==> config.mk <==
export PLATFORM = sky130hd
export DESIGN_NAME = zeroriscy_register_file_mp_flat
export DESIGN_NICKNAME = d
export VERILOG_FILES = /design/src/rtl/zeroriscy_register_file_mp_if.sv /design/src/rtl/zeroriscy_register_file_mp.sv /design/src/flat_wrapper.sv
export SDC_FILE = /design/constraint.sdc
export NUM_CORES = 2
export LEC_CHECK = 0
export ABC_AREA = 1
export ABC_CLOCK_PERIOD_IN_PS = 2150
export CORE_ASPECT_RATIO = 0.8
export CORE_MARGIN = 2
export CORE_UTILIZATION = 45
export CTS_CLUSTER_SIZE = 20
export DETAILED_ROUTE_END_ITERATION = 8
export SLEW_MARGIN = 40
export SYNTH_ARGS = -nofsm -noshare
export SYNTH_HDL_FRONTEND = slang
export SYNTH_SLANG_ARGS = --single-unit
==> constraint.sdc <==
create_clock -name clk -period 2.15 [get_ports clk]
set_clock_uncertainty 0.05 [all_clocks]
set_input_delay 0.215 -clock clk [delete_from_list [all_inputs] [get_ports clk]]
set_output_delay 0.215 -clock clk [all_outputs]
set_load 0.005 [all_outputs]
==> src/rtl/zeroriscy_register_file_mp_if.sv <==
// Bus bundle for the multi-port zero-riscy register file: read/write ports,
// clear handshake and dropped-write error pulse.
interface zeroriscy_register_file_mp_if #(
  parameter int unsigned DATA_WIDTH = 32,
  parameter int unsigned NUM_RD     = 2,
  parameter int unsigned NUM_WR     = 2
);
  logic [NUM_RD*5-1:0]          raddr_i;
  logic [NUM_RD*DATA_WIDTH-1:0] rdata_o;
  logic [NUM_WR*5-1:0]          waddr_i;
  logic [NUM_WR*DATA_WIDTH-1:0] wdata_i;
  logic [NUM_WR-1:0]            we_i;
  logic                         clear_req_i;
  logic                         clear_busy_o;
  logic                         clear_done_o;
  logic                         err_o;

  modport master (
    output raddr_i, waddr_i, wdata_i, we_i, clear_req_i,
    input  rdata_o, clear_busy_o, clear_done_o, err_o
  );

  modport slave (
    input  raddr_i, waddr_i, wdata_i, we_i, clear_req_i,
    output rdata_o, clear_busy_o, clear_done_o, err_o
  );
endinterface

==> src/rtl/zeroriscy_register_file_mp.sv <==
// Flip-flop register file with NUM_RD read / NUM_WR write ports, optional
// write-to-read bypass and a one-register-per-cycle hardware clear engine.
module zeroriscy_register_file_mp #(
  parameter int unsigned RV32E      = 0,
  parameter int unsigned DATA_WIDTH = 32,
  parameter int unsigned NUM_RD     = 2,
  parameter int unsigned NUM_WR     = 2,
  parameter int unsigned BYPASS     = 1
) (
  input logic                    clk,
  input logic                    rst_n,
  zeroriscy_register_file_mp_if.slave bus
);

  localparam int unsigned ADDR_WIDTH = (RV32E != 0) ? 4 : 5;
  localparam int unsigned NUM_WORDS  = 2 ** ADDR_WIDTH;
  localparam logic [ADDR_WIDTH-1:0] CNT_ONE = {{(ADDR_WIDTH-1){1'b0}}, 1'b1};

  typedef enum logic {
    S_IDLE,
    S_CLEAR
  } state_e;

  state_e                  state_q, state_d;
  logic [ADDR_WIDTH-1:0]   cnt_q, cnt_d;
  logic                    done_q, done_d;
  logic                    err_q, err_d;

  logic [DATA_WIDTH-1:0]   mem_q [NUM_WORDS-1:1];
  logic [DATA_WIDTH-1:0]   mem_d [NUM_WORDS-1:1];

  logic [4:0]              wr_addr [NUM_WR];
  logic [DATA_WIDTH-1:0]   wr_data [NUM_WR];
  logic [NUM_WR-1:0]       wr_acc;
  logic [NUM_WR-1:0]       wr_drop;

  logic [4:0]              rd_addr [NUM_RD];
  logic [DATA_WIDTH-1:0]   rd_val  [NUM_RD];
  logic [NUM_RD*DATA_WIDTH-1:0] rdata_all;

  // RV32E only maps the lower half of the 5-bit architectural address space.
  function automatic logic addr_legal(input logic [4:0] a);
    return (RV32E == 0) ? 1'b1 : ~a[4];
  endfunction

  always_comb begin
    for (int unsigned p = 0; p < NUM_WR; p++) begin
      wr_addr[p] = bus.waddr_i[5*p +: 5];
      wr_data[p] = bus.wdata_i[DATA_WIDTH*p +: DATA_WIDTH];
    end
  end

  always_comb begin
    wr_acc  = '0;
    wr_drop = '0;
    for (int unsigned p = 0; p < NUM_WR; p++) begin
      wr_acc[p]  = bus.we_i[p] & addr_legal(wr_addr[p]) &
                   (wr_addr[p] != 5'd0) & (state_q == S_IDLE);
      wr_drop[p] = bus.we_i[p] & (~addr_legal(wr_addr[p]) | (state_q == S_CLEAR));
    end
  end

  always_comb begin
    state_d = state_q;
    cnt_d   = cnt_q;
    done_d  = 1'b0;
    err_d   = |wr_drop;
    unique case (state_q)
      S_IDLE: begin
        if (bus.clear_req_i) begin
          state_d = S_CLEAR;
          cnt_d   = CNT_ONE;
        end
      end
      S_CLEAR: begin
        if (cnt_q == '1) begin
          state_d = S_IDLE;
          cnt_d   = '0;
          done_d  = 1'b1;
        end else begin
          cnt_d = cnt_q + CNT_ONE;
        end
      end
      default: state_d = S_IDLE;
    endcase
  end

  // Later write ports override earlier ones by iterating in ascending order.
  always_comb begin
    for (int unsigned i = 1; i < NUM_WORDS; i++) begin
      mem_d[i] = mem_q[i];
      if (state_q == S_CLEAR) begin
        if (cnt_q == ADDR_WIDTH'(i)) mem_d[i] = '0;
      end else begin
        for (int unsigned p = 0; p < NUM_WR; p++) begin
          if (wr_acc[p] && (wr_addr[p][ADDR_WIDTH-1:0] == ADDR_WIDTH'(i))) begin
            mem_d[i] = wr_data[p];
          end
        end
      end
    end
  end

  always_ff @(posedge clk or negedge rst_n) begin
    if (!rst_n) begin
      state_q <= S_IDLE;
      cnt_q   <= '0;
      done_q  <= 1'b0;
      err_q   <= 1'b0;
    end else begin
      state_q <= state_d;
      cnt_q   <= cnt_d;
      done_q  <= done_d;
      err_q   <= err_d;
    end
  end

  always_ff @(posedge clk or negedge rst_n) begin
    if (!rst_n) begin
      for (int unsigned i = 1; i < NUM_WORDS; i++) mem_q[i] <= '0;
    end else begin
      for (int unsigned i = 1; i < NUM_WORDS; i++) mem_q[i] <= mem_d[i];
    end
  end

  always_comb begin
    rdata_all = '0;
    for (int unsigned r = 0; r < NUM_RD; r++) begin
      rd_addr[r] = bus.raddr_i[5*r +: 5];
      rd_val[r]  = '0;
      if (addr_legal(rd_addr[r]) && (rd_addr[r] != 5'd0)) begin
        rd_val[r] = mem_q[rd_addr[r][ADDR_WIDTH-1:0]];
        if (BYPASS != 0) begin
          for (int unsigned p = 0; p < NUM_WR; p++) begin
            if (wr_acc[p] && (wr_addr[p] == rd_addr[r])) rd_val[r] = wr_data[p];
          end
        end
      end
      rdata_all[DATA_WIDTH*r +: DATA_WIDTH] = rd_val[r];
    end
  end

  assign bus.rdata_o      = rdata_all;
  assign bus.clear_busy_o = (state_q == S_CLEAR);
  assign bus.clear_done_o = done_q;
  assign bus.err_o        = err_q;

endmodule

==> src/flat_wrapper.sv <==
// flat-port wrapper written by rule: the top's interface ports become plain ports
module zeroriscy_register_file_mp_flat 
#(
  parameter int unsigned RV32E      = 0,
  parameter int unsigned DATA_WIDTH = 32,
  parameter int unsigned NUM_RD     = 2,
  parameter int unsigned NUM_WR     = 2,
  parameter int unsigned BYPASS     = 1
)
  (clk, rst_n, bus_raddr_i, bus_waddr_i, bus_wdata_i, bus_we_i, bus_clear_req_i, bus_rdata_o, bus_clear_busy_o, bus_clear_done_o, bus_err_o);
  zeroriscy_register_file_mp_if #(.DATA_WIDTH(DATA_WIDTH), .NUM_RD(NUM_RD), .NUM_WR(NUM_WR)) bus_i ();
  input logic clk;
  input logic rst_n;
  input wire logic [$bits(bus_i.raddr_i)-1:0] bus_raddr_i;
  input wire logic [$bits(bus_i.waddr_i)-1:0] bus_waddr_i;
  input wire logic [$bits(bus_i.wdata_i)-1:0] bus_wdata_i;
  input wire logic [$bits(bus_i.we_i)-1:0] bus_we_i;
  input wire logic [$bits(bus_i.clear_req_i)-1:0] bus_clear_req_i;
  output wire logic [$bits(bus_i.rdata_o)-1:0] bus_rdata_o;
  output wire logic [$bits(bus_i.clear_busy_o)-1:0] bus_clear_busy_o;
  output wire logic [$bits(bus_i.clear_done_o)-1:0] bus_clear_done_o;
  output wire logic [$bits(bus_i.err_o)-1:0] bus_err_o;
  assign bus_i.raddr_i = bus_raddr_i;
  assign bus_i.waddr_i = bus_waddr_i;
  assign bus_i.wdata_i = bus_wdata_i;
  assign bus_i.we_i = bus_we_i;
  assign bus_i.clear_req_i = bus_clear_req_i;
  assign bus_rdata_o = bus_i.rdata_o;
  assign bus_clear_busy_o = bus_i.clear_busy_o;
  assign bus_clear_done_o = bus_i.clear_done_o;
  assign bus_err_o = bus_i.err_o;
  zeroriscy_register_file_mp #(.RV32E(RV32E), .DATA_WIDTH(DATA_WIDTH), .NUM_RD(NUM_RD), .NUM_WR(NUM_WR), .BYPASS(BYPASS)) u_core (.clk(clk), .rst_n(rst_n), .bus(bus_i));
endmodule
==> impl_metrics.ini <==
[critical_path]
crit_path_max_fanout = 5
crit_required_ns = 1.88
path_class = reg2out
critPathLaunchType = register
worstSetupEndpointType = output pin
cp_data_arrival_time_ns = 2.84

[timing]
period_needed_ns = 3.10
maxSlewViolCount = 0
worst_pin_slew_ns = 0.827
fin_crit_sh = 1.44
rsz0062_at_grt = yes
setup_viol = 1026
fmax_ghz = 0.322
setup_slack_ns = -0.954
final_hold_viol_count = 0
relSlewSlack = 0.443

[placed_design]
place_area_mm2 = 0.0848
post-place-cells = 13327
dpl.hpwl_mm = 269
io_buffers = 155
gp_congestion = 1.04
pre_cts_slack_ns = -1.24

[die]
die_x_um = 442
placementRows = 128
die_area_mm2 = 0.157
dieHeight_um = 355
ios = 156
core-area_mm2 = 0.152
initial_utilization = 0.454

[yosys]
yosysUniqueCellTypes = 42
syn_area_per_cell_um2 = 6.46
synth-edff-count = 0
yosysWarnings = 0
seq_area_frac_synth = 0.362
async_flop_share = 1.00
ys_seq_elements = 1000
synth_ff_type = dfrtp_1
syn-cell-area_mm2 = 0.0692
syn-num-nets = 10796
synth_cells = 10701

[outcome]
violations = negative setup slack
outcome = finished with violations

[finish]
drive_above_1_share = 0.203
nets = 11667
final_cell_mix = nand2_1, nand3_1, buf_4
area_growth_pct = 35.0
final_common_cell = nand2_1
fillers = 13957
layout.cells.non_filler = 13694
design_area_mm2 = 0.0934

[global_routing]
grt_pass1_vias = 79687
grt-ovfl-total = 0
grt_antenna_before_repair = 14
grt_pass1_wl_mm = 566
grt_use_total = 0.491
grt_max_degree = 76

[job]
maxCapViolations = 0

[pwr]
ir_worst_vdd_v = 0.000744
p_leak_nw = 45.4
p_per_area_mw_per_mm2 = 750

[detailed_routing]
wl_mm = 401
routed_via_density = 6.34
vias = 86867
wl_per_cell_um = 29.3
drt_iter0_drc = 14296
drc = 0
firstDrtPassIters = 9
drtAntennaViolNets = 0

[cts]
cts_root_buffer = clkbuf_16
cts_buffers = 115
h-tree-depth = 3
clk_path_buf_depth = 3
cts_num_sinks = 1000
cts_tree = yes
clkLatencyLatePin_ns = 0.80
cts.clk_slew.worst_paths_ns = 0.06

[hold_path]
hp-class = in2reg
report_power, final:
group / total [W] / internal (W) / switching [W]
Clock: 0.0217 / 0.0123 / 0.00936
Sequential: 0.0250 / 0.0224 / 0.00257
Combinational: 0.0234 / 0.00940 / 0.0140
state kept, by name (all words and copies together) (netlist names):
name,flops
u_core.bus.err_o,1
u_core.mem_q,992
u_core.bus.clear_busy_o,1
u_core.bus.clear_done_o,1
u_core.cnt_q,5
per-layer routing:
metal / GRT usage / up-vias / share of wire
met5: 0 / - / 0.00010
met4: 0.351 / 8 / 0.087
met3: 0.148 / 1645 / 0.15
met2: 0.688 / 7212 / 0.40
met1: 0.642 / 40857 / 0.37
li1: - / 37145 / -
Yosys cell counts (53+ instances only):
master	instances	area, um2
nand2_1	3995	15000
nand3_1	1347	6740
dfrtp_1	1000	25000
o21ai_0	888	4440
inv_1	745	2800
o211ai_1	565	4240
clkbuf_1	515	1930
buf_2	375	1880
o22ai_1	295	1850
a21oi_1	286	1430
nor2_1	219	822
buf_1	95	357
a31oi_1	86	538
nand4_1	53	332
timing repair:
item	CTS	global route
resized for setup	616	296
pin swaps	115	85
hold buffers	4	0
hold endpoints to repair	654	0
endpoints found under the setup margin	943	1057
gates cloned	37	18
setup buffers	87	25
worst paths after layout:
path | start | to | slack, ns | depth (start not counted)
worst max-delay path | u_core.bus.clear_busy_o | bus_rdata_o[25] | -0.95 | 13
worst min-delay path | bus_wdata_i[50] | u_core.mem_q[626] | 0.03 | 3
worst max register to register | u_core.bus.clear_busy_o | u_core.mem_q[467] | -0.44 | 16
worst min register to register | u_core.mem_q[318] | u_core.mem_q[318] | 0.42 | 2
max in group asynchronous | rst_n | u_core.mem_q[873] | 0.60 | 3
min in group asynchronous | rst_n | u_core.mem_q[114] | 0.29 | 3
worst max-delay path, stage by stage (launching register included):
cell,delay [ns]
dfrtp_1,0.44
buf_6,0.15
nor2_4,0.10
buf_8,0.15
nand2_8,0.08
inv_12,0.10
buf_12,0.13
buf_6,0.12
buf_6,0.12
nand3_4,0.07
nand2_2,0.08
inv_2,0.04
a21oi_4,0.26
buf_2,0.17
stage by stage:
step / power [W] / TNS (ns) / hold slack, ns / util
after floorplan: 0.0347 / 0 / -0.131 / -
after global placement: 0.0459 / -537.57 / 0.163 / 0.556
after detailed placement: 0.0462 / -535.53 / 0.163 / 0.556
after CTS: 0.0685 / -397.15 / 0.0116 / 0.602
after global routing: 0.0724 / -356.28 / 0.0261 / 0.612
final: 0.0701 / -325.52 / 0.0349 / 0.612
final cells by class:
class | count | area (um2) | share of cell area
antenna | 8 | 20.0 | 0.000214
inverter | 797 | 3040 | 0.0326
clock inverter | 45 | 549 | 0.00588
timing repair buffer | 1772 | 20000 | 0.214
sequential | 1000 | 25000 | 0.268
clock buffer | 171 | 3500 | 0.0375
tap | 2015 | 2520 | 0.0270
multi-input combinational | 7886 | 38700 | 0.415
kinds of logic after synthesis:
family / after synthesis / share of synthesized area
XOR/XNOR: 7 / 0.000887
AO/OA/AOI/OAI: 2195 / 0.191
flip-flops: 1000 / 0.362
adder cells (fa/ha/maj): 6 / 0.00109
AND/OR/NAND/NOR: 5678 / 0.337
buffers and inverters: 1815 / 0.108
Power figures use the tool's default switching activity.
